==> src/rtl/gba_bw_pixel_streamer.sv <==
// ----------------------------------------------------------------------------
// gba_bw_pixel_streamer
//
// Purpose:
//   Reads the 1-bit-per-pixel GBA B/W intro image out of its block RAMs one
//   byte at a time. Each bit is expanded, MSB first, into one 16-bit RGB565
//   pixel. Pixels go to the SPI LCD writer over a valid/ready handshake.
//   A single start pulse streams exactly one full frame of NUM_BYTES bytes.
//
// Parameters:
//   NUM_BYTES  image bytes per frame (legal range 1..2**ADDR_W)
//   ADDR_W     byte address width. The RAM side decodes the upper bits as
//              the bank select and the lower 9 bits as the in-bank address.
//   FG_COLOR   RGB565 value for an image bit of 1
//   BG_COLOR   RGB565 value for an image bit of 0
//
// Optional feature:
//   GBA_BW_INVERT_EN  when defined, the colour mapping is swapped so that the
//                     frame comes out as a negative image. Handshake, timing
//                     and addressing do not change.
//
// Ports:
//   i_clk        system clock, all logic on the rising edge
//   i_rst_n      asynchronous active-low reset
//   i_start      one-cycle frame request, honoured only when idle
//   o_busy       high from the cycle after an accepted start through DONE
//   o_done       one-cycle pulse after the last pixel handshake
//   o_rd_en      RAM read strobe (one cycle per byte)
//   o_rd_addr    RAM byte address
//   i_rd_data    RAM read data
//   i_rd_valid   RAM read data valid
//   o_pix_data   RGB565 pixel
//   o_pix_valid  pixel available
//   i_pix_ready  downstream accepts the pixel
//   o_pix_last   marks the final pixel of the frame
// ----------------------------------------------------------------------------
module gba_bw_pixel_streamer #(
    parameter int          NUM_BYTES = 1600,
    parameter int          ADDR_W    = 11,
    parameter logic [15:0] FG_COLOR  = 16'hFFFF,
    parameter logic [15:0] BG_COLOR  = 16'h0000
) (
    input  logic              i_clk,
    input  logic              i_rst_n,
    input  logic              i_start,
    output logic              o_busy,
    output logic              o_done,
    output logic              o_rd_en,
    output logic [ADDR_W-1:0] o_rd_addr,
    input  logic [7:0]        i_rd_data,
    input  logic              i_rd_valid,
    output logic [15:0]       o_pix_data,
    output logic              o_pix_valid,
    input  logic              i_pix_ready,
    output logic              o_pix_last
);

    typedef enum logic [2:0] {
        S_IDLE,
        S_FETCH,
        S_WAIT,
        S_SHIFT,
        S_DONE
    } state_t;

    localparam logic [ADDR_W-1:0] LAST_BYTE = ADDR_W'(NUM_BYTES - 1);

    state_t              r_state;
    logic [ADDR_W-1:0]   r_byte_cnt;
    logic [2:0]          r_bit_cnt;
    // The bit currently on the bus is already registered in r_pix_data.
    // Only the seven bits still to be shown are kept here, and the next
    // bit to show always sits at bit 6.
    logic [6:0]          r_shreg;

    logic                r_busy;
    logic                r_done;
    logic                r_rd_en;
    logic [ADDR_W-1:0]   r_rd_addr;
    logic [15:0]         r_pix_data;
    logic                r_pix_valid;
    logic                r_pix_last;

    logic                w_last_byte;

    // Maps one image bit to its RGB565 colour. The negative-image build
    // only swaps the two colours.
    function automatic logic [15:0] f_color(input logic b);
`ifdef GBA_BW_INVERT_EN
        return b ? BG_COLOR : FG_COLOR;
`else
        return b ? FG_COLOR : BG_COLOR;
`endif
    endfunction

    assign w_last_byte = (r_byte_cnt == LAST_BYTE);

    // Single FSM that walks the frame. Every output is registered here, so
    // neither i_pix_ready nor i_rd_valid reaches an output combinationally.
    // Each output value is set on the transition into the state where it
    // must be visible. r_pix_valid is high exactly while in SHIFT, so the
    // handshake is simply i_pix_ready sampled in SHIFT. Without a handshake
    // nothing in SHIFT changes, which keeps the pixel steady under
    // backpressure.
    always_ff @(posedge i_clk or negedge i_rst_n) begin
        if (!i_rst_n) begin
            r_state     <= S_IDLE;
            r_byte_cnt  <= '0;
            r_bit_cnt   <= '0;
            r_shreg     <= '0;
            r_busy      <= 1'b0;
            r_done      <= 1'b0;
            r_rd_en     <= 1'b0;
            r_rd_addr   <= '0;
            r_pix_data  <= '0;
            r_pix_valid <= 1'b0;
            r_pix_last  <= 1'b0;
        end else begin
            r_done  <= 1'b0;
            r_rd_en <= 1'b0;

            case (r_state)
                S_IDLE: begin
                    if (i_start) begin
                        r_byte_cnt <= '0;
                        r_rd_addr  <= '0;
                        r_rd_en    <= 1'b1;
                        r_busy     <= 1'b1;
                        r_state    <= S_FETCH;
                    end
                end

                S_FETCH: begin
                    r_state <= S_WAIT;
                end

                S_WAIT: begin
                    if (i_rd_valid) begin
                        r_shreg     <= i_rd_data[6:0];
                        r_bit_cnt   <= 3'd0;
                        r_pix_data  <= f_color(i_rd_data[7]);
                        r_pix_valid <= 1'b1;
                        r_pix_last  <= 1'b0;
                        r_state     <= S_SHIFT;
                    end
                end

                S_SHIFT: begin
                    if (i_pix_ready) begin
                        if (r_bit_cnt == 3'd7) begin
                            r_pix_valid <= 1'b0;
                            r_pix_last  <= 1'b0;
                            if (w_last_byte) begin
                                r_done  <= 1'b1;
                                r_state <= S_DONE;
                            end else begin
                                r_byte_cnt <= r_byte_cnt + 1'b1;
                                r_rd_addr  <= r_byte_cnt + 1'b1;
                                r_rd_en    <= 1'b1;
                                r_state    <= S_FETCH;
                            end
                        end else begin
                            r_shreg    <= {r_shreg[5:0], 1'b0};
                            r_bit_cnt  <= r_bit_cnt + 3'd1;
                            r_pix_data <= f_color(r_shreg[6]);
                            // The pixel being loaded is bit 7 when the count
                            // currently reads 6.
                            r_pix_last <= (r_bit_cnt == 3'd6) && w_last_byte;
                        end
                    end
                end

                S_DONE: begin
                    r_busy  <= 1'b0;
                    r_state <= S_IDLE;
                end

                default: begin
                    r_busy      <= 1'b0;
                    r_pix_valid <= 1'b0;
                    r_pix_last  <= 1'b0;
                    r_state     <= S_IDLE;
                end
            endcase
        end
    end

    assign o_busy      = r_busy;
    assign o_done      = r_done;
    assign o_rd_en     = r_rd_en;
    assign o_rd_addr   = r_rd_addr;
    assign o_pix_data  = r_pix_data;
    assign o_pix_valid = r_pix_valid;
    assign o_pix_last  = r_pix_last;

endmodule

==> config.mk <==
export PLATFORM = sky130hd
export DESIGN_NAME = gba_bw_pixel_streamer
export DESIGN_NICKNAME = d
export VERILOG_FILES = /design/src/rtl/gba_bw_pixel_streamer.sv
export SDC_FILE = /design/constraint.sdc
export NUM_CORES = 1
export LEC_CHECK = 0
export BUFFER_PORTS_ARGS = -buffer_cell sky130_fd_sc_hd__buf_2
export CAP_MARGIN = 20
export CELL_PAD_IN_SITES_DETAIL_PLACEMENT = 1
export CELL_PAD_IN_SITES_GLOBAL_PLACEMENT = 2
export CORE_ASPECT_RATIO = 0.8
export CORE_UTILIZATION = 30
export DETAILED_ROUTE_END_ITERATION = 7
export PLACE_DENSITY = 0.75
export SKIP_CTS_REPAIR_TIMING = 1
export SYNTH_ARGS = -nofsm -noshare
export SYNTH_HDL_FRONTEND = slang
export SYNTH_SLANG_ARGS = --single-unit
==> constraint.sdc <==
create_clock -name i_clk -period 2.7 [get_ports i_clk]
set_clock_uncertainty 0.2 [all_clocks]
set_input_delay 0.405 -clock i_clk [delete_from_list [all_inputs] [get_ports i_clk]]
set_output_delay 0.405 -clock i_clk [all_outputs]
set_load 0.02 [all_outputs]
## After elaboration in Yosys (flattened, before gate mapping)

Cells that the tools add are included.

- Eq/ne operators: 13
- Add/sub/neg operators: 2
- Bitwise gates (word level): 2
- Muxes and demuxes: 44
- Reduce and logical (&&, ||, !) cells: 12

Operator list:

| operator | count |
|---|---|
| 16-bit 2-to-1 mux | 5 |
| 11-bit 2-to-1 mux | 4 |
| 16-bit case mux with 2 select lines | 1 |
| 3-bit 2-to-1 mux | 8 |
| 11-bit case mux with 2 select lines | 1 |
| 7-bit 2-to-1 mux | 3 |
| 1-bit 2-to-1 mux | 15 |
| 7-bit case mux with 2 select lines | 1 |
| 2-bit inequality test (second input constant) | 6 |
| 3-bit case mux with 4 select lines | 1 |
| 4-bit AND reduction | 3 |
| 11-bit by 1-bit adder with 11-bit output (second input constant) | 1 |
| 11-bit equality test (second input constant) | 1 |
| 3-bit equality test (second input constant) | 3 |
| 3-bit by 2-bit equality test with 1-bit output (second input constant) | 2 |
| 1-bit case mux with 3 select lines | 2 |
| 3-bit case mux with 2 select lines | 1 |
| 3-bit OR reduction | 2 |
| 5-bit AND reduction | 1 |
| 1-bit case mux with 2 select lines | 2 |
| 2-bit nonzero test | 2 |
| 3-bit by 1-bit adder with 3-bit output (second input constant) | 1 |
| 3-bit by 1-bit equality test with 1-bit output (second input constant) | 1 |
| 3-bit zero test | 1 |
| other kinds (4) | 5 |

- Register bits after elaboration: 45
- Output and inout bits: 32
- Input bits: 13

## Depth between registers and ports, before layout

Gate-level depths: netlist of the first run.

- Depth in word-level cells: 5
- Mapped depth: 7

## Least setup slack after synthesis of the first run

Ideal clock, no wire load.

- Path kind: register to register
- Start: register, netlist name o_rd_addr[0]
- End: register r_pix_last (netlist: o_pix_last)
- Setup slack: 0.583 ns
- Period minus slack after synthesis: 2.117 ns
- Path buffers: 1
- Arrival time: 1.851 ns
- Setup time: 0.066 ns
- Stages on the path, launching flop included: 7
- Cells stage by stage: dfrtp_1 > ha_1 > nand2_1 > or4_4 > buf_6 > nor4_2 > mux2_1

RTL lines:

| what | line | RTL |
|---|---|---|
| to (signal assigned) | 168 | `r_pix_last <= (r_bit_cnt == 3'd6) && w_last_byte;` |
| to (decl) | 82 | `logic r_pix_last;` |

==> metrics.yaml, run 1 <==
cts:
  cts_root_buf: "clkbuf_8"
  htreeDepth: 2
  clock_latency_ps: 280
  numCtsBuffers: 5
  clock_sinks: 30
  clockBufferDepth: 2
  cts.clk_slew.worst_paths_ps: 70
  cts_tree: "yes"
global_route:
  grt_pass1_wl_um: 6510
  grt.total_usage_pct: 15.1
  grt_overflow: 0
  grt_pass1_vias: 1320
  grt_max_degree: 31
  antenna_found_initial: 0
status:
  outcome: "complete, but fails checks"
  failed_checks: "design-rule violations, negative hold slack"
synth:
  yosys-top-cells-area: "dfrtp_1 45%, buf_4 6.8%, nand2_1 5.9%"
  synth_common_cells: "30 x dfrtp_1, 26 x nand2_1, 15 x buf_4, 15 x nor2_1"
  synth.most_common_cell: "dfrtp_1"
  synth.top_cell.area_share_pct: 45.5
  synthFlopType: "dfrtp_1"
  yosys_warnings: 0
  ys_seq_elements: 30
  synth_edf_count: 0
  ys_seq_area_share_pct: 45.5
  async_flop_share_pct: 100
  syn-instance-count: 182
  yosysUniqueCellTypes: 36
  yosysTopAreaCell: "dfrtp_1"
  syn_nets: 199
  syn_area_per_cell_um2: 9.07
  netlist_area_um2: 1650
sta:
  setup_viol: 0
  drv_slew: 0
  tns_ps: 0
  hold_viol_final: 30
  grt_setup_unrepaired: "no"
  max_freq_ghz: 0.448
  holdWs_ps: -37.5
  slew_headroom_pct: 52.8
  fin_crit_sh_pct: 82.6
  min_period_ps: 2230
  worst_pin_slew_ps: 708
setup_path:
  startpoint_type: "register"
  path_class: "register to register"
  critical_path_arrival_ps: 2180
  cp.required_ps: 2650
  crit_path_cell_trace: "ha_1, nand2_1, nor4_1, o21ai_0, buf_4, o221ai_1"
  worst-path-max-fanout: 6
  endpoint_kind: "register"
  critPathMaxStageDelay_ps: 530
  cp_slowest_cell: "o21ai_0"
layout:
  fin_nets: 233
  areaGrowthSynthToFinish_pct: 20.2
  layout-drive-gt1-share_pct: 28.1
  fill_cells: 634
  final_cells: 279
  n_antenna_cell: 0
  regArea_um2: 751
  multi_input_area_um2: 706
drt:
  wirelength_um: 3960
  via_count: 1356
  drt_first_pass_iters: 8
  routedWlPerCell_um: 14.2
  drc: 5
  drtIter0Drc: 111
  ant_nets: 0
  via_per_inst: 4.86
hold_path:
  min_path_type: "input pin to async pin"
floorplanning:
  core_um2: 5150
  dieArea_um2: 5800
  initial_core_util_pct: 32.0
  die_y_um: 68.3
  row_count: 23
  pin_count: 45
  die_w_um: 84.9
place:
  port_buffers: 44
  dp.cells: 271
  gp_congestion: 0.724
  place_hpwl_um: 2830
power_and_ir_drop:
  power.density_nw_per_um2: 1060
  clockPowerShare_pct: 27.4
  pwr-share-seq_pct: 34.7
  net-switching-power_uw: 834
  netSwitchingFraction_pct: 39.8
  power_mw: 2.09
  intPower_mw: 1.26
  p_comb_share_pct: 38.0
  leakage_nw: 0.938
  worst_ir_drop_vdd_uv: 460
job:
  maxCapViolations: 0
[logic make-up after synthesis]
logic type	count (synthesis)	share of synthesized area (%)
buffers and inverters	34	11.8
muxes	5	3.11
and+or+nand+nor	70	21.3
xor gates and xnor gates	2	1.06
adders and majority gates	4	3.03
DFF	30	45.5
AOI/OAI and AO/OA	37	14.3
[power by group through the flow]
stage	registers [mW]	clock network [mW]	logic, mW
2_1_floorplan	0.767	0	0.626
3_3_place_gp	0.727	0	0.794
3_5_place_dp	0.740	0	0.805
4_1_cts	0.729	0.596	0.809
5_1_grt	0.753	0.609	0.876
6_report	0.726	0.574	0.795
[metal layers]
layer,share of wire (%),GRT usage [%],wire [um],vias up
met4,1.0,5.72,41,0
met3,4.2,4.34,168,4
met5,0,0,0,-
li1,-,-,-,689
met1,52,19.7,2040,629
met2,43,23.9,1710,34
[through the flow]
stage	hold slack, ps	util [%]	instance area (um2)	worst slack (ps)
3_5_place_dp	304	35.7	1840	433
2_1_floorplan	-90.6	-	1650	583
4_1_cts	-12.1	38.5	1980	455
6_report	-37.5	38.5	1980	469
5_1_grt	24.4	38.5	1980	286
3_3_place_gp	280	35.7	1840	541
[placed cells by master, fill, tap and decap left out]
cell / synthesis / routed
o22ai_1: 2 / 2
o21ai_0: 8 / 8
o211ai_1: 1 / 1
and3b_1: 1 / 1
nor4_2: 1 / 1
nand4_1: 2 / 2
nand4bb_1: 1 / 1
o21a_1: 3 / 3
nand3_1: 8 / 8
ha_1: 4 / 4
xnor2_1: 2 / 2
o221ai_1: 3 / 3
nand3_4: 1 / 1
bufinv_16: 0 / 2
nand3b_1: 3 / 3
and3_1: 1 / 1
inv_1: 11 / 11
a31oi_1: 11 / 11
nand2_1: 26 / 26
nor2_1: 15 / 15
a21oi_1: 5 / 5
dfrtp_1: 30 / 30
nor4_1: 1 / 1
o2bb2ai_1: 1 / 1
nand2b_1: 2 / 2
or4_4: 1 / 1
mux2_1: 1 / 1
or3_1: 1 / 1
a2bb2oi_1: 1 / 1
mux2i_1: 4 / 4
o31ai_1: 1 / 1
clkbuf_8: 0 / 6
nor3_1: 6 / 6
a21boi_0: 1 / 1
buf_2: 2 / 44
buf_4: 15 / 6
[flip-flops by register name (all words and copies together) (netlist names)]
name and flops:
r_bit_cnt 3, o_rd_addr 11, o_busy 1, o_pix_last 1
r_shreg 7, o_pix_valid 1, o_rd_en 1, o_done 1
r_state 3, o_pix_data 1
[worst max-delay path, delay by kind of cell (launching register included)]
kind                       cells  cell delay, ps
DFF                            1             450
and+or+nand+nor                2             240
AOI/OAI and AO/OA              2             650
adders and majority gates      1             280
buffers and inverters          1             260
[area by class of cell]
type | instances | area share (%)
Timing Repair Buffer | 50 | 13.4
Sequential cell | 30 | 37.9
Inverter | 11 | 2.08
Multi-Input combinational cell | 118 | 35.6
Clock buffer | 6 | 4.16
Clock inverter | 2 | 3.03
Tap cell | 62 | 3.91
[final timing paths]
path | startpoint | end | slack, ps | depth (start not counted)
setup / recovery | o_rd_addr[0] | o_rd_addr[7] | 470 | 6
hold / removal | i_rst_n | o_busy | -40 | 1
setup reg to reg | o_rd_addr[0] | o_rd_addr[7] | 470 | 6
hold reg to reg | o_pix_last | o_pix_last | 310 | 1
max in group asynchronous | i_rst_n | r_shreg[1] | 1880 | 1
min in group i_clk | i_rd_data[0] | r_shreg[0] | 150 | 3
Power figures use the tool's default switching activity.
==> run 2, diff against run 1 <==
--- a/config.mk
+++ b/config.mk
@@ -10,9 +10,9 @@
 export CELL_PAD_IN_SITES_DETAIL_PLACEMENT = 1
 export CELL_PAD_IN_SITES_GLOBAL_PLACEMENT = 2
 export CORE_ASPECT_RATIO = 0.8
-export CORE_UTILIZATION = 30
+export CORE_UTILIZATION = 27
 export DETAILED_ROUTE_END_ITERATION = 7
-export PLACE_DENSITY = 0.75
+export PLACE_DENSITY = 0.72
 export SKIP_CTS_REPAIR_TIMING = 1
 export SYNTH_ARGS = -nofsm -noshare
 export SYNTH_HDL_FRONTEND = slang
==> constraint.sdc (replaced) <==
create_clock -name i_clk -period 1.9 [get_ports i_clk]
set_clock_uncertainty 0.2 [all_clocks]
set_input_delay 0.285 -clock i_clk [delete_from_list [all_inputs] [get_ports i_clk]]
set_output_delay 0.285 -clock i_clk [all_outputs]
set_load 0.02 [all_outputs]
==> metrics.yaml, run 2 (synthesis gave the netlist of run 1 again) <==
cts:
  clockBufferDepth: 2  # unchanged
  cts.clk_slew.worst_paths_ps: 70  # about the same
  clock_latency_ps: 280  # about the same
  cts_root_buf: "clkbuf_8"
  numCtsBuffers: 5  # unchanged
  clock_sinks: 30  # unchanged
  htreeDepth: 2  # unchanged
  cts_tree: "yes"
layout:
  areaGrowthSynthToFinish_pct: 33.6
  design_area_um2: 2200  # +11%
  n_antenna_cell: 0  # unchanged
  final_cell_mix: "44 x buf_2, 24 x nand2_1, 24 x buf_4, 23 x dfrtp_1, 13 x nor2_1"
  final_util_pct: 37.3  # -1.2 points
  largest_reg_flops: 11  # unchanged
  final_common_cell: "buf_2"
  fin_nets: 254  # +9.0%
  layout-drive-gt1-share_pct: 40.8  # +13 points
drt:
  ant_nets: 0  # unchanged
  wirelength_um: 4600  # +16%
  via_per_inst: 4.62  # -4.9%
  via_count: 1474  # +8.7%
  drtIter0Drc: 31  # -72%
  routedWlPerCell_um: 14.4  # +1.7%
  drt_first_pass_iters: 4  # -4
  drc: 0  # -5
floorplanning:
  row_count: 25  # +8.7%
  initial_core_util_pct: 27.9  # -4.1 points
  pin_count: 45  # unchanged
  die_w_um: 89.4  # +5.3%
  dieArea_um2: 6430  # +11%
  core_um2: 5910  # +15%
  die_y_um: 71.9  # +5.2%
place:
  gp_congestion: 0.734  # +1.4%
  post-place-ws_ps: -62.5  # -495 ps
  dpl_cell_area_um2: 2020  # +9.5%
  port_buffers: 44  # unchanged
  place_hpwl_um: 3160  # +11%
sta:
  layout_setup_ws_ps: 63.1  # -406 ps
  min_period_ps: 1840  # -394 ps
  worst_pin_slew_ps: 420  # -287 ps
  fin_crit_sh_pct: 96.7  # +14 points
  slew_headroom_pct: 71.8  # +19 points
  max_freq_ghz: 0.544  # +21%
  grt_setup_unrepaired: "yes"
  tns_ps: 0  # unchanged
  drv_slew: 0  # unchanged
  hold_viol_final: 0  # -100%
  setup_viol: 0  # unchanged
job:
  maxCapViolations: 0  # unchanged
power_and_ir_drop:
  leakage_nw: 1.01  # +8.1%
  worst_ir_drop_vdd_uv: 416  # -9.5%
  power.density_nw_per_um2: 1330  # +26%
  power_mw: 2.93  # +40%
setup_path:
  endpoint_kind: "register"
  startpoint_type: "register"
  worst-path-max-fanout: 9  # +3
  cp.required_ps: 1930  # -720 ps
  path_class: "register to register"
  critical_path_arrival_ps: 1860  # -320 ps
hold_path:
  min_path_type: "input pin to register"
global_route:
  antenna_found_initial: 0  # unchanged
  grt_overflow: 0  # unchanged
  grt_max_degree: 21  # -32%
  grt_pass1_vias: 1429  # +8.3%
  grt_pass1_wl_um: 7170  # +10%
  grt.total_usage_pct: 14.9  # -0.14 points
status:
  outcome: "finished clean"
==> run 2: layer usage <==
metal  vias up  share of wire (%)  track usage [%]
met5         -                  0                0
li1        731                  -                -
met4         0                1.3             5.29
met3         8                3.2             3.64
met2        24                 45             22.2
met1       711                 50             21.1
==> run 2: worst max-delay path, cell delays in order (launching register included) <==
cell     delay, ps
dfrtp_2        390
ha_4           160
nand2_2         90
or4_4          590
nor4_2         170
mux2_4         180
==> run 2: layout make-up <==
class	instances	area (um2)
clock buffers	7	86.3
clock inverters	1	5.00
repair buffers	71	442
flip-flops and latches	30	759
well taps	81	101
fillers	707	3710
multi-input cells	118	769
inverters	11	41.3
==> run 2: report_power, final <==
group	switching, mW	internal, mW
registers	0.195	0.828
logic	0.816	0.539
clock network	0.258	0.292
==> run 2: path summary, 6_finish.rpt <==
path | slack (ps) | cells after the start | to | startpoint
min in group asynchronous | 260 | 2 | o_rd_addr[4] | i_rst_n
max | 60 | 5 | o_pix_last | o_rd_addr[1]
min reg2reg | 320 | 1 | r_bit_cnt[0] | r_bit_cnt[0]
max in group asynchronous | 810 | 3 | r_state[0] | i_rst_n
min | 30 | 3 | r_shreg[0] | i_rd_data[0]
max reg2reg | 60 | 5 | o_pix_last | o_rd_addr[1]
==> run 2: metrics by stage <==
stage / hold WS (ps) / std cells
global placement: 32.7 / 305
global route: 54.5 / 319
finish: 32.9 / 319
floorplan: -211 / 182
CTS: -272 / 313
detailed placement: 42.0 / 305
